**config.mk**
```make
export PLATFORM = sky130hd
export DESIGN_NAME = contador_sequenciador_flat
export DESIGN_NICKNAME = d
export VERILOG_FILES = /design/src/rtl/contador_sequenciador_if.sv /design/src/rtl/contador_sequenciador.sv /design/src/flat_wrapper.sv
export SDC_FILE = /design/constraint.sdc
export NUM_CORES = 1
export LEC_CHECK = 0
export CORE_ASPECT_RATIO = 0.9
export CORE_MARGIN = 2
export CORE_UTILIZATION = 35
export CTS_BUF_LIST = sky130_fd_sc_hd__clkbuf_2
export DETAILED_ROUTE_END_ITERATION = 16
export SYNTH_ARGS = -nofsm -noshare
export SYNTH_HDL_FRONTEND = slang
export SYNTH_SLANG_ARGS = --single-unit
```
**constraint.sdc**
```tcl
create_clock -name clk -period 9.5 [get_ports clk]
set_input_delay 2.375 -clock clk [delete_from_list [all_inputs] [get_ports clk]]
set_output_delay 2.375 -clock clk [all_outputs]
set_load 0.005 [all_outputs]
```
**src/rtl/contador_sequenciador_if.sv**
```systemverilog
// ----------------------------------------------------------------------------
// contador_sequenciador_if
// Request bus between the requesters and the counter sequencer.
//   req_valid : one request-pending bit per requester
//   req_dir   : step direction per requester (1 = up, 0 = down)
//   req_qtd   : step count per requester, requester i at [i*QTD_W +: QTD_W]
//   req_ready : one-hot accept strobe back to the requesters
// master = requester side, slave = sequencer side.
// ----------------------------------------------------------------------------
interface contador_sequenciador_if #(
  parameter int N_REQ = 4,
  parameter int QTD_W = 4
);
  logic [N_REQ-1:0]       req_valid;
  logic [N_REQ-1:0]       req_dir;
  logic [N_REQ*QTD_W-1:0] req_qtd;
  logic [N_REQ-1:0]       req_ready;

  modport master (output req_valid, output req_dir, output req_qtd, input req_ready);
  modport slave  (input req_valid, input req_dir, input req_qtd, output req_ready);
endinterface

```
**src/rtl/contador_sequenciador.sv**
```systemverilog
// ----------------------------------------------------------------------------
// contador_sequenciador
// Shares an 8-bit up/down counter between N_REQ requesters. A round-robin
// winner is accepted, then its burst is played out as one increment or
// decrement strobe per cycle. A shadow of the counter value is kept so the
// burst stops at VAL_MIN/VAL_MAX instead of wrapping.
// Ports:
//   clk, rst          : clock (rising edge), async active-high reset
//   req               : request bus (slave modport)
//   acrescer/decrecer : registered strobes to the counter
//   ocupado           : burst in progress
//   id_ativo          : index of the granted requester
//   fim, saturou      : end-of-burst pulse and its saturation flag
//   valor             : shadow of the counter value
// ----------------------------------------------------------------------------
module contador_sequenciador #(
  parameter int         N_REQ     = 4,
  parameter int         QTD_W     = 4,
  parameter logic [7:0] VAL_RESET = 8'h6A,
  parameter logic [7:0] VAL_MIN   = 8'h00,
  parameter logic [7:0] VAL_MAX   = 8'hFF
) (
  input  logic                    clk,
  input  logic                    rst,
  contador_sequenciador_if.slave  req,
  output logic                    acrescer,
  output logic                    decrecer,
  output logic                    ocupado,
  output logic [2:0]              id_ativo,
  output logic                    fim,
  output logic                    saturou,
  output logic [7:0]              valor
);

  localparam logic [1:0] ST_IDLE = 2'd0;
  localparam logic [1:0] ST_RUN  = 2'd1;
  localparam logic [1:0] ST_FIM  = 2'd2;

  localparam logic [QTD_W-1:0] QTD_ZERO = {QTD_W{1'b0}};
  localparam logic [QTD_W-1:0] QTD_ONE  = {{(QTD_W-1){1'b0}}, 1'b1};

  logic [1:0]       state_r, state_s;
  logic [QTD_W-1:0] rem_r, rem_s;
  logic             dir_r, dir_s;
  logic             sat_r, sat_s;
  logic [7:0]       valor_r, valor_s;
  logic [2:0]       ptr_r, ptr_s;
  logic [2:0]       id_r, id_s;
  logic             ocup_r, ocup_s;
  logic             acr_r, acr_s;
  logic             dec_r, dec_s;
  logic             fim_r, fim_s;
  logic             satout_r, satout_s;

  logic [3:0]       pick_s;
  logic             hit_s;
  logic [2:0]       win_s;
  logic             win_dir_s;
  logic [QTD_W-1:0] win_qtd_s;
  logic             accept_s;
  logic [N_REQ-1:0] ready_s;

  // True when a step in direction d from v would leave the allowed range.
  function automatic logic at_limit(input logic [7:0] v, input logic d);
    return d ? (v == VAL_MAX) : (v == VAL_MIN);
  endfunction

  // Round-robin search: the valid requester with the smallest distance
  // upward from the pointer wins. Returns {hit, index}.
  function automatic logic [3:0] rr_pick(input logic [N_REQ-1:0] v, input logic [2:0] p);
    logic [3:0] res;
    int         off;
    int         best;
    res  = 4'd0;
    best = N_REQ;
    for (int i = 0; i < N_REQ; i++) begin
      off = (i + N_REQ - int'(p)) % N_REQ;
      if (v[i] && (off < best)) begin
        best = off;
        res  = {1'b1, 3'(i)};
      end
    end
    return res;
  endfunction

  assign pick_s   = rr_pick(req.req_valid, ptr_r);
  assign hit_s    = pick_s[3];
  assign win_s    = pick_s[2:0];
  assign accept_s = (state_r == ST_IDLE) && hit_s;

  // Select the winner's direction and step count.
  always_comb begin
    win_dir_s = 1'b0;
    win_qtd_s = QTD_ZERO;
    for (int i = 0; i < N_REQ; i++) begin
      if (3'(i) == win_s) begin
        win_dir_s = req.req_dir[i];
        win_qtd_s = req.req_qtd[i*QTD_W +: QTD_W];
      end else begin
        win_dir_s = win_dir_s;
        win_qtd_s = win_qtd_s;
      end
    end
  end

  // One-hot accept strobe; held low while reset is asserted.
  always_comb begin
    ready_s = {N_REQ{1'b0}};
    for (int i = 0; i < N_REQ; i++) begin
      ready_s[i] = accept_s && (3'(i) == win_s) && !rst;
    end
  end

  assign req.req_ready = ready_s;

  // Next-state logic. Strobes are computed one cycle ahead so the
  // registered strobe lines up with the cycle in which the step happens.
  always_comb begin
    state_s  = state_r;
    rem_s    = rem_r;
    dir_s    = dir_r;
    sat_s    = sat_r;
    valor_s  = valor_r;
    ptr_s    = ptr_r;
    id_s     = id_r;
    ocup_s   = ocup_r;
    acr_s    = 1'b0;
    dec_s    = 1'b0;
    case (state_r)
      ST_IDLE: begin
        if (accept_s) begin
          dir_s  = win_dir_s;
          rem_s  = win_qtd_s;
          id_s   = win_s;
          ptr_s  = (win_s == 3'(N_REQ - 1)) ? 3'd0 : (win_s + 3'd1);
          ocup_s = 1'b1;
          if (win_qtd_s == QTD_ZERO) begin
            state_s = ST_FIM;
          end else begin
            state_s = ST_RUN;
            // Already at the limit: spend the RUN cycle without a strobe.
            if (!at_limit(valor_r, win_dir_s)) begin
              acr_s = win_dir_s;
              dec_s = !win_dir_s;
            end else begin
              acr_s = 1'b0;
              dec_s = 1'b0;
            end
          end
        end else begin
          state_s = ST_IDLE;
        end
      end
      ST_RUN: begin
        if (acr_r || dec_r) begin
          // The counter steps on this edge; keep the shadow in lockstep.
          valor_s = acr_r ? (valor_r + 8'd1) : (valor_r - 8'd1);
          rem_s   = rem_r - QTD_ONE;
          if (rem_s == QTD_ZERO) begin
            state_s = ST_FIM;
          end else if (at_limit(valor_s, dir_r)) begin
            state_s = ST_FIM;
            sat_s   = 1'b1;
          end else begin
            state_s = ST_RUN;
            acr_s   = dir_r;
            dec_s   = !dir_r;
          end
        end else if (rem_r == QTD_ZERO) begin
          state_s = ST_FIM;
        end else begin
          state_s = ST_FIM;
          sat_s   = 1'b1;
        end
      end
      ST_FIM: begin
        state_s = ST_IDLE;
        ocup_s  = 1'b0;
        sat_s   = 1'b0;
      end
      default: begin
        state_s = ST_IDLE;
        ocup_s  = 1'b0;
        sat_s   = 1'b0;
      end
    endcase
    fim_s    = (state_s == ST_FIM);
    satout_s = (state_s == ST_FIM) ? sat_s : 1'b0;
  end

  // State and output registers.
  always_ff @(posedge clk or posedge rst) begin
    if (rst) begin
      state_r  <= ST_IDLE;
      rem_r    <= QTD_ZERO;
      dir_r    <= 1'b0;
      sat_r    <= 1'b0;
      valor_r  <= VAL_RESET;
      ptr_r    <= 3'd0;
      id_r     <= 3'd0;
      ocup_r   <= 1'b0;
      acr_r    <= 1'b0;
      dec_r    <= 1'b0;
      fim_r    <= 1'b0;
      satout_r <= 1'b0;
    end else begin
      state_r  <= state_s;
      rem_r    <= rem_s;
      dir_r    <= dir_s;
      sat_r    <= sat_s;
      valor_r  <= valor_s;
      ptr_r    <= ptr_s;
      id_r     <= id_s;
      ocup_r   <= ocup_s;
      acr_r    <= acr_s;
      dec_r    <= dec_s;
      fim_r    <= fim_s;
      satout_r <= satout_s;
    end
  end

  assign acrescer = acr_r;
  assign decrecer = dec_r;
  assign ocupado  = ocup_r;
  assign id_ativo = id_r;
  assign fim      = fim_r;
  assign saturou  = satout_r;
  assign valor    = valor_r;

endmodule

```
**src/flat_wrapper.sv**
```systemverilog
// flat-port wrapper written by rule: the top's interface ports become plain ports
module contador_sequenciador_flat 
#(
  parameter int         N_REQ     = 4,
  parameter int         QTD_W     = 4,
  parameter logic [7:0] VAL_RESET = 8'h6A,
  parameter logic [7:0] VAL_MIN   = 8'h00,
  parameter logic [7:0] VAL_MAX   = 8'hFF
)
  (clk, rst, acrescer, decrecer, ocupado, id_ativo, fim, saturou, valor, req_req_valid, req_req_dir, req_req_qtd, req_req_ready);
  contador_sequenciador_if #(.N_REQ(N_REQ), .QTD_W(QTD_W)) req_i ();
  input  logic clk;
  input  logic rst;
  output logic acrescer;
  output logic decrecer;
  output logic ocupado;
  output logic [2:0] id_ativo;
  output logic fim;
  output logic saturou;
  output logic [7:0] valor;
  input wire logic [$bits(req_i.req_valid)-1:0] req_req_valid;
  input wire logic [$bits(req_i.req_dir)-1:0] req_req_dir;
  input wire logic [$bits(req_i.req_qtd)-1:0] req_req_qtd;
  output wire logic [$bits(req_i.req_ready)-1:0] req_req_ready;
  assign req_i.req_valid = req_req_valid;
  assign req_i.req_dir = req_req_dir;
  assign req_i.req_qtd = req_req_qtd;
  assign req_req_ready = req_i.req_ready;
  contador_sequenciador #(.N_REQ(N_REQ), .QTD_W(QTD_W), .VAL_RESET(VAL_RESET), .VAL_MIN(VAL_MIN), .VAL_MAX(VAL_MAX)) u_core (.clk(clk), .rst(rst), .req(req_i), .acrescer(acrescer), .decrecer(decrecer), .ocupado(ocupado), .id_ativo(id_ativo), .fim(fim), .saturou(saturou), .valor(valor));
endmodule
```
==> results.cfg <==
[floorplanning]
die_w_um = 87.1
initial_core_util_pct = 35.9
die_area_um2 = 6860
row_count = 27
die_y_um = 78.8
coreArea_um2 = 6050
ioPinCount = 46

[clock_network]
cts_root_buf = clkbuf_2
cts.path.max_buffers = 2
htree_num_levels = 1
clk_latency_ns = 0.37
cts_made_buffers = 3
clock_sinks = 25
clkTransAtPathRegs_ns = 0.26
cts_tree = built

[final_layout]
fin_cells = 382
post-route-util_pct = 46.6
diodes = 0
fin_nets = 360
drive_gt1_share_pct = 12.6
area.growth.synth_to_final_pct = 29.6

[logic_synthesis]
synth_area_um2 = 2170
postSynthCellCount = 256
synth_edf_count = 0
synth-seq-area-share_pct = 29.0
postSynthAreaPerCell_um2 = 8.49
synthArstFlopShare_pct = 100
dominantRegCellSynth = dfrtp_1
synth.distinct_cells = 66
ys.warnings.count = 0
synth_seq_cells = 25

[global_route]
track_usage_pct = 14.8
overflow = 0
grt_pass1_wl_um = 8350
grt_max_degree = 26
antenna_found_initial = 0
grt_pass1_vias = 1746

[timing]
holdWs_ns = 0.513
setup_tns_ns = 0
slew_violations = 0
hold_violations = 0
post-route-period-util_pct = 97.3
maxSlewHeadroom_pct = 36.7
layout_min_cycle_time_ns = 9.24
clock_skew_ns = 0.0206
finalSetupViolCount = 0
worst_pin_slew_ns = 0.949
timing.fmax_mhz = 108

[route]
ant_nets = 0
drt_iter0_markers = 91
drc = 0
wl_per_cell_um = 13.5
routed_wl_um = 5140
vias_per_cell = 5.23
dr.pass1.iters = 4
vias = 1997

[pwr]
vdd_drop_max_uv = 233
p_per_area_nw_per_um2 = 344
pwr-share-comb_pct = 72.5
p_switching_mw = 0.481
internal_power_mw = 0.487
clkPwrFrac_pct = 4.6
swShare_pct = 49.7
seq_power_share_pct = 22.9
power.leakage_nw = 1.19
p_total_mw = 0.968

[critical_path]
crit_path_max_incr_delay_ns = 0.52
cp_max_fo = 6
arrival_ns = 6.87
critPathRequiredTime_ns = 7.13
startpoint_type = input pin
cp-end-kind = output pin
path_cells = clkdlybuf4s50_1, inv_2, o31ai_4, a31oi_4, o21ai_0, ha_1, o21ai_1, a22o_1, nand2_1, o31ai_4, inv_1, mux2_2, ha_1, and2_1, a221o_1, o21ai_0, a22o_1, ha_1, and2_1, clkdlybuf4s50_1
crit_slowest_cell = clkdlybuf4s50_1
crit_path_frequent_cell = ha_1
critPathKind = in2out

[placement]
gp_congestion = 0.842
dp_cells = 373
dpl.hpwl_um = 4120
port_buffers = 44

[worst_hold_path]
hold_path_class = reg2reg

[job]
drv_cap = 0

[status]
outcome = finished clean
==> flip-flops by register name, summed over array words and instances, names as in the netlist <==
signal,cells
u_core.fim,1
u_core.acrescer,1
u_core.ptr_r,2
u_core.state_r,2
u_core.saturou,1
u_core.decrecer,1
u_core.id_ativo,2
u_core.rem_r,4
u_core.ocupado,1
u_core.dir_r,1
u_core.valor,8
u_core.sat_r,1
==> routing by layer <==
| metal | wire [µm] | vias to the layer above | global-route usage [%] | part of all wire, % |
|---|---|---|---|---|
| li1 | - | 1022 | - | - |
| met1 | 2600 | 939 | 21.8 | 51 |
| met2 | 2330 | 32 | 23.4 | 45 |
| met3 | 178 | 4 | 2.49 | 3.5 |
| met4 | 34 | 0 | 1.56 | 0.66 |
| met5 | 0 | - | 0 | 0 |
==> final timing paths <==
path                                             start                          end  slack, ns  depth (start not counted)
max in group asynchronous                          rst  u_core.valor[4]$_DFFE_PP0P_       6.41                          2
min                        u_core.valor[6]$_DFFE_PP1P_  u_core.valor[6]$_DFFE_PP1P_       0.51                          2
max reg2reg                u_core.ptr_r[1]$_DFFE_PP0P_    u_core.acrescer$_DFF_PP0_       3.55                         29
min reg2reg                u_core.valor[6]$_DFFE_PP1P_  u_core.valor[6]$_DFFE_PP1P_       0.51                          2
min in group asynchronous                          rst  u_core.state_r[1]$_DFF_PP0_       2.50                          2
max                                   req_req_valid[0]             req_req_ready[1]       0.26                         20
==> cells by family (layout without fill, tap and decap cells) <==
logic type / after synthesis / in the layout / share of synthesized area (%)
DFF: 25 / 25 / 29.0
xor gates and xnor gates: 8 / 8 / 3.57
buffers and inverters: 25 / 74 / 4.72
muxes: 6 / 6 / 3.05
AOI/OAI and AO/OA: 73 / 73 / 23.1
and+or+nand+nor: 94 / 94 / 22.6
other: 2 / 7 / 0.346
adders and majority gates: 23 / 23 / 13.6
==> final cells by class <==
type	instances	area [µm²]
multi-input combinational	211	1510
inverter	18	67.6
sequential	25	631
clock buffer	3	15.0
clock inverter	1	7.51
tap	72	90.1
fill	593	3230
timing repair buffer	52	500
==> through the flow <==
stage	worst slack (ns)	cell area (µm²)
2_1_floorplan	0.998	2190
3_3_place_gp	0.161	2710
3_5_place_dp	-0.00723	2710
4_1_cts	0.0177	2740
5_1_grt	-0.0133	2820
6_report	0.258	2820
==> cells in the mapped netlist (all sizes together), types with 3 or more instances <==
library cell  instances  area share, %
buf                   3           0.92
a21oi                18            4.3
nor2                 23            4.1
a21o                  3            1.0
nand2                33            5.7
o21ai                24            5.5
nor3                  3           0.69
a22o                  3            1.2
nor4                  5            2.1
dfstp                 4            4.8
xnor2                 6            2.4
nand4                 5            1.4
mux2i                 4            2.0
and2                  5            1.4
and3b                 4            1.6
dfrtp                21             24
nor2b                 4            1.3
ha                   22             13
clkbuf                4           0.69
inv                  18            3.1
==> critical path: cells and delay by family <==
| kind | cells | cell delay [ns] |
|---|---|---|
| adders and majority gates | 3 | 0.64 |
| buffers and inverters | 4 | 1.20 |
| muxes | 1 | 0.34 |
| AOI/OAI and AO/OA | 9 | 1.89 |
| and+or+nand+nor | 3 | 0.42 |
==> placed cells by master, fill, tap and decap left out, types with 6 or more instances in the layout <==
cell / count
clkdlybuf4s50_1: 44
nand2_1: 33
nor2_1: 22
o21ai_0: 21
ha_1: 21
dfrtp_1: 21
inv_1: 17
a21oi_1: 15
buf_4: 8
conb_1: 7
xnor2_1: 6
==> power groups by stage <==
stage               Sequential, mW  Combinational, mW  Clock, mW
floorplan                    0.214              0.504          0
global placement             0.225              0.680          0
detailed placement           0.224              0.687          0
CTS                          0.222              0.691     0.0469
global route                 0.230              0.787     0.0513
finish                       0.222              0.701     0.0445
==> timing repair <==
item / 4_1_cts / 5_1_grt
hold endpoints to repair: 0 / 0
gates resized for setup: 1 / 8
cloned: 0 / 0
hold buffers: 0 / 0
setup endpoints to repair: 1 / 4
buffers inserted: 0 / 5
pin swaps: 0 / 3
Power figures use the tool's default switching activity.
